`config.mk`:
```
export PLATFORM = sky130hd
export DESIGN_NAME = afifo_rd_stream
export DESIGN_NICKNAME = d
export VERILOG_FILES = /design/src/rtl/afifo_rd_stream_pkg.sv /design/src/rtl/stream_skid2.sv /design/src/rtl/afifo_rd_stream.sv
export SDC_FILE = /design/constraint.sdc
export NUM_CORES = 1
export LEC_CHECK = 0
export CAP_MARGIN = 5
export CORE_MARGIN = 5
export CORE_UTILIZATION = 30
export DETAILED_ROUTE_END_ITERATION = 16
export GPL_TIMING_DRIVEN = 0
export PLACE_DENSITY = 0.48
export SLEW_MARGIN = 20
export SYNTH_ARGS = -nofsm -noshare
export SYNTH_HDL_FRONTEND = slang
export SYNTH_HIERARCHICAL = 1
export SYNTH_SLANG_ARGS = --single-unit
export TNS_END_PERCENT = 10
```
`constraint.sdc`:
```
create_clock -name rclk -period 5.1 [get_ports rclk]
set_input_delay 1.02 -clock rclk [delete_from_list [all_inputs] [get_ports rclk]]
set_output_delay 1.02 -clock rclk [all_outputs]
set_load 0.005 [all_outputs]
```
`src/rtl/afifo_rd_stream_pkg.sv`:
```
// Shared defaults and occupancy encoding for the async-FIFO read-side streamer.
package afifo_rd_stream_pkg;

  localparam int unsigned DSIZE_DEF     = 8;
  localparam int unsigned FRAME_LEN_DEF = 16;
  localparam int unsigned CW_DEF        = 16;

  // Output buffer occupancy; value 3 never occurs.
  localparam logic [1:0] OCC_EMPTY = 2'd0;
  localparam logic [1:0] OCC_ONE   = 2'd1;
  localparam logic [1:0] OCC_FULL  = 2'd2;

endpackage

```
`src/rtl/stream_skid2.sv`:
```
// Two-entry valid/ready buffer. Head slot drives the output directly from flops;
// the tail slot only holds a word while the head is stalled.
module stream_skid2
  import afifo_rd_stream_pkg::*;
#(
  parameter int unsigned Width = 9
) (
  input  logic             clk_i,
  input  logic             rst_ni,
  input  logic             clear_i,
  input  logic             push_i,
  input  logic [Width-1:0] data_i,
  input  logic             ready_i,
  output logic             valid_o,
  output logic [Width-1:0] data_o,
  output logic             pop_o,
  output logic [1:0]       occ_o
);

  logic [Width-1:0] head_q, head_d;
  logic [Width-1:0] tail_q, tail_d;
  logic [1:0]       occ_q, occ_d;

  assign valid_o = (occ_q != OCC_EMPTY);
  assign data_o  = head_q;
  assign pop_o   = valid_o & ready_i;
  assign occ_o   = occ_q;

  // Next-state for slots and occupancy; clear drops everything buffered.
  always_comb begin
    head_d = head_q;
    tail_d = tail_q;
    occ_d  = occ_q;
    if (clear_i) begin
      occ_d = OCC_EMPTY;
    end else begin
      case (occ_q)
        OCC_EMPTY: begin
          if (push_i) begin
            head_d = data_i;
            occ_d  = OCC_ONE;
          end
        end
        OCC_ONE: begin
          case ({push_i, pop_o})
            2'b11: head_d = data_i;
            2'b10: begin
              tail_d = data_i;
              occ_d  = OCC_FULL;
            end
            2'b01: occ_d = OCC_EMPTY;
            default: ;
          endcase
        end
        OCC_FULL: begin
          // Push is only allowed here together with a pop.
          if (pop_o) begin
            head_d = tail_q;
            if (push_i) begin
              tail_d = data_i;
            end else begin
              occ_d = OCC_ONE;
            end
          end
        end
        default: occ_d = OCC_EMPTY;
      endcase
    end
  end

  // Slot and occupancy registers.
  always_ff @(posedge clk_i or negedge rst_ni) begin
    if (!rst_ni) begin
      head_q <= '0;
      tail_q <= '0;
      occ_q  <= OCC_EMPTY;
    end else begin
      head_q <= head_d;
      tail_q <= tail_d;
      occ_q  <= occ_d;
    end
  end

endmodule

```
`src/rtl/afifo_rd_stream.sv`:
```
// Read-domain consumer: pulls words from the FIFO show-ahead port into a
// two-entry buffer and presents them as a framed valid/ready stream.
module afifo_rd_stream
  import afifo_rd_stream_pkg::*;
#(
  parameter int unsigned DSIZE     = DSIZE_DEF,
  parameter int unsigned FRAME_LEN = FRAME_LEN_DEF,
  parameter int unsigned CW        = CW_DEF
) (
  input  logic             rclk,
  input  logic             rrst_n,
  input  logic             rempty,
  input  logic [DSIZE-1:0] rdata,
  output logic             rinc,
  output logic [DSIZE-1:0] m_data,
  output logic             m_valid,
  input  logic             m_ready,
  output logic             m_last,
  output logic [CW-1:0]    rd_count,
  input  logic             flush
);

  logic [1:0]      occ;
  logic            pop;
  logic            word_last;
  logic [DSIZE:0]  head;
  logic [CW-1:0]   fcnt_q, fcnt_d;
  logic [CW-1:0]   cnt_q, cnt_d;

  // A word may be taken while a slot is free or one leaves this cycle; reset
  // gates it so rinc reads 0 for the whole reset interval.
  assign rinc = rrst_n & ~rempty & ~flush & ((occ != OCC_FULL) | pop);

  assign word_last = (fcnt_q == CW'(FRAME_LEN - 1));

  stream_skid2 #(
    .Width (DSIZE + 1)
  ) u_skid (
    .clk_i   (rclk),
    .rst_ni  (rrst_n),
    .clear_i (flush),
    .push_i  (rinc),
    .data_i  ({word_last, rdata}),
    .ready_i (m_ready),
    .valid_o (m_valid),
    .data_o  (head),
    .pop_o   (pop),
    .occ_o   (occ)
  );

  assign m_last   = head[DSIZE];
  assign m_data   = head[DSIZE-1:0];
  assign rd_count = cnt_q;

  // Frame position of the next pushed word, and accepted-word counter.
  always_comb begin
    fcnt_d = fcnt_q;
    if (flush) begin
      fcnt_d = '0;
    end else if (rinc) begin
      fcnt_d = word_last ? '0 : fcnt_q + CW'(1);
    end
    cnt_d = cnt_q + CW'(pop);
  end

  // Counter registers.
  always_ff @(posedge rclk or negedge rrst_n) begin
    if (!rrst_n) begin
      fcnt_q <= '0;
      cnt_q  <= '0;
    end else begin
      fcnt_q <= fcnt_d;
      cnt_q  <= cnt_d;
    end
  end

endmodule
```
==> results.md, run 1 <==
* R2R depth at 8
* Max Root-Sink Buffers at 2
* Final hold vios at 0
* Pleak at 1.38 nW
* Routed Antenna Nets at 0
* Dpl hpwl at 3.93 mm
* Net Sw Power at 0.000220 W
* Power Internal at 0.000684 W
* IO Count at 40
* Register area share after synthesis at 0.487
* Critical R2R Launch: u_skid/occ_o[1]
* Worst slew pin tran at 0.703 ns
* Tmin final at 4.07 ns
* Via density at 5.07
* Period utilization at 0.797
* FP Rows at 34
* Clock latency on the worst-skew pair at 0.31 ns
* Worst Hold Launch: rd_count[15]
* Total number of H-tree levels at 2
* CP max stage cell: clkdlybuf4s50_1
* Die area at 10900 um2
* Setup Crit Path Kind: input port to primary output
* Crit end category: primary output
* Number of synthesized flops with an enable pin at 0
* Yosys reg bits at 52
* Wire per inst at 15.3 um
* R2R setup slack at 2.50 ns
* Placed inst area at 3190 um2
* Predominant post-synthesis flop cell: dfrtp_1
* Root Buffer: clkbuf_8
* Starting density of the core at 0.306
* Most frequent cells in the layout: dfrtp_1 (52), clkdlybuf4s50_1 (38), mux2_2 (19), nand3_1 (16), a31oi_1 (13)
* CTS clk-pin slew, worst paths at 0.09 ns
* Cts repair resizes at 0
* Commonest non-fill, non-tap cell in the layout: dfrtp_1
* Flop pwr share at 0.526
* Hold_buf cts at 0
* Maximum vdd drop at 0.121 mV
* Number of global-route vias before repair at 2074
* DRT Wirelength at 5.88 mm
* Clk network pwr share at 0.324
* PwrDens at 273 nW/um2
* CTS buffer count at 5
* Max cap viols at 0
* Setup TNS at 0 ns
* Worst path max stage delay at 0.56 ns
* Gpl congestion at 0.751
* Pins Over Slew Limit at 0
* DIE WIDTH at 104 um
* Sw frac at 0.243
* Post-CTS setup buffers at 0
* Largest net degree at the start of global routing at 54
* Initial antenna violation count at 0
* # DRC at 0
* Critical path arrival at 3.05 ns
* Max-slew headroom at 0.531
* Worst-path fanout max at 15
* First-pass GRT wire length at 10.4 mm
* Post-Syn Area per Cell at 11.7 um2
* Drt first pass iters at 4
* HP Class: register to register
* R2r endpoint: u_skid/data_o[0]
* Gr ovfl total at 0
* Vias at 1945
* RSZ-0062 raised after global routing: no
* Area delta synth->final at 23.7%
* Top cell by count, worst path: clkdlybuf4s50_1
* Critical Path RT at 4.08 ns
* First DRT Iteration DRCs at 48
* CTS tree: yes
* Core box area at 8720 um2
* Die height at 104 um
* Yosys cell types at 50
* Post-Syn Area at 2670 um2
* Final nets at 291
* N_diodes at 0
* Share of layout cells above drive strength 1 at 0.196
* Synth async-reset ratio at 1.00
* Finished Cell Area at 3310 um2
* Hold EP: rd_count[15]
* CP Cell Sequence: clkdlybuf4s50_1 -> and2_1 -> nor3b_2 -> nor3_4 -> buf_6 -> clkdlybuf4s50_1
* Power share of the combinational group at 0.150
* Clk sinks at 52
* Outcome: complete, no violations
* Final setup fails at 0
* Syn nets at 245
* Gr usage total at 0.113
* Port bufs at 39
* Cells on Worst Hold Path at 1
* Synthesis Warnings at 6
* Final core occ at 0.379
* Startpoint types: input port
* Syn Inst Count at 229
* Layout Skew at 0.00501 ns
* FMAX at 246 MHz
## through the flow
step | worst slack, ns | instances | power (W) | hold slack, ns
after floorplan | 2.38 | 229 | 0.000529 | 0.468
after global placement | -0.795 | 376 | 0.000622 | 0.463
after detailed placement | 1.05 | 376 | 0.000622 | 0.467
after CTS | 1.05 | 384 | 0.000924 | 0.481
after global routing | 0.928 | 384 | 0.000955 | 0.503
final | 1.03 | 384 | 0.000904 | 0.483
## flip-flops by register name, summed over array words and instances (netlist names)
register,flops
u_skid/occ_o,2
rd_count,16
u_skid/tail_q,9
fcnt_q,16
u_skid/data_o,9
## critical path: cells and delay by family
kind,cells,cell delay [ns]
buffers and inverters,3,1.32
AND/OR/NAND/NOR,3,0.70
## area by class of cell
type                    count  area, um2
fillers                   848       5420
flip-flops and latches     52       1300
multi-input cells         163       1270
repair buffers             39        388
well taps                 108        135
clock buffers               6       72.6
plain buffers               8       72.6
clock inverters             2       38.8
inverters                   6       22.5
## power groups by stage
| stage | logic [W] | clock network [W] | registers (W) |
|---|---|---|---|
| after floorplan | 0.0000480 | 0 | 0.000481 |
| after global placement | 0.000138 | 0 | 0.000484 |
| after detailed placement | 0.000139 | 0 | 0.000483 |
| after CTS | 0.000140 | 0.000308 | 0.000476 |
| after global routing | 0.000150 | 0.000324 | 0.000481 |
| final | 0.000136 | 0.000293 | 0.000475 |
## cells in the mapped netlist (6+ instances only)
library cell  count  area (um2)
nand2_1          12        45.0
a31oi_1          13        81.3
xnor2_1          12         105
dfrtp_1          52        1300
o21ai_0           6        30.0
or3_1             6        37.5
nor4_1            6        37.5
inv_1             6        22.5
mux2_4            9         135
nand3_1          16        80.1
a21oi_1           8        40.0
mux2_2           19         214
## routing by layer
layer	wire, um	track usage
met2	2700	0.176
met4	22	0.0278
met1	2890	0.159
met3	278	0.0242
met5	0	0
## worst max path at each step
stage / from / to / slack [ns] / depth (start not counted)
after floorplan: m_ready / rinc / 2.38 / 4
after global placement: rrst_n / rinc / -0.79 / 5
after detailed placement: m_ready / rinc / 1.05 / 6
after CTS: m_ready / rinc / 1.05 / 6
after global routing: m_ready / rinc / 0.93 / 6
final: m_ready / rinc / 1.03 / 6
## kinds of logic after synthesis
family | synth area share
fa+ha+maj | 0.0141
flops | 0.487
xor+xnor | 0.0459
simple gates | 0.184
mux | 0.131
buf+inv | 0.0356
compound gates | 0.103
Power figures use the tool's default switching activity.
==> run 2: changes to the inputs <==
==> constraint.sdc (replaced) <==
create_clock -name rclk -period 3.95 [get_ports rclk]
set_input_delay 0.79 -clock rclk [delete_from_list [all_inputs] [get_ports rclk]]
set_output_delay 0.79 -clock rclk [all_outputs]
set_load 0.005 [all_outputs]
==> results of run 2 <==
Same layout as run 1 (identical final DEF). Status: complete, no violations.
Among the figures that moved: setup slack after placement 1.05 ns -> 0.357 ns; setup slack after layout 1.03 ns -> 0.344 ns; register-to-register setup slack 2.50 ns -> 1.35 ns; total power 0.000904 W -> 0.00117 W; worst IR drop on VDD 0.121 mV -> 0.156 mV
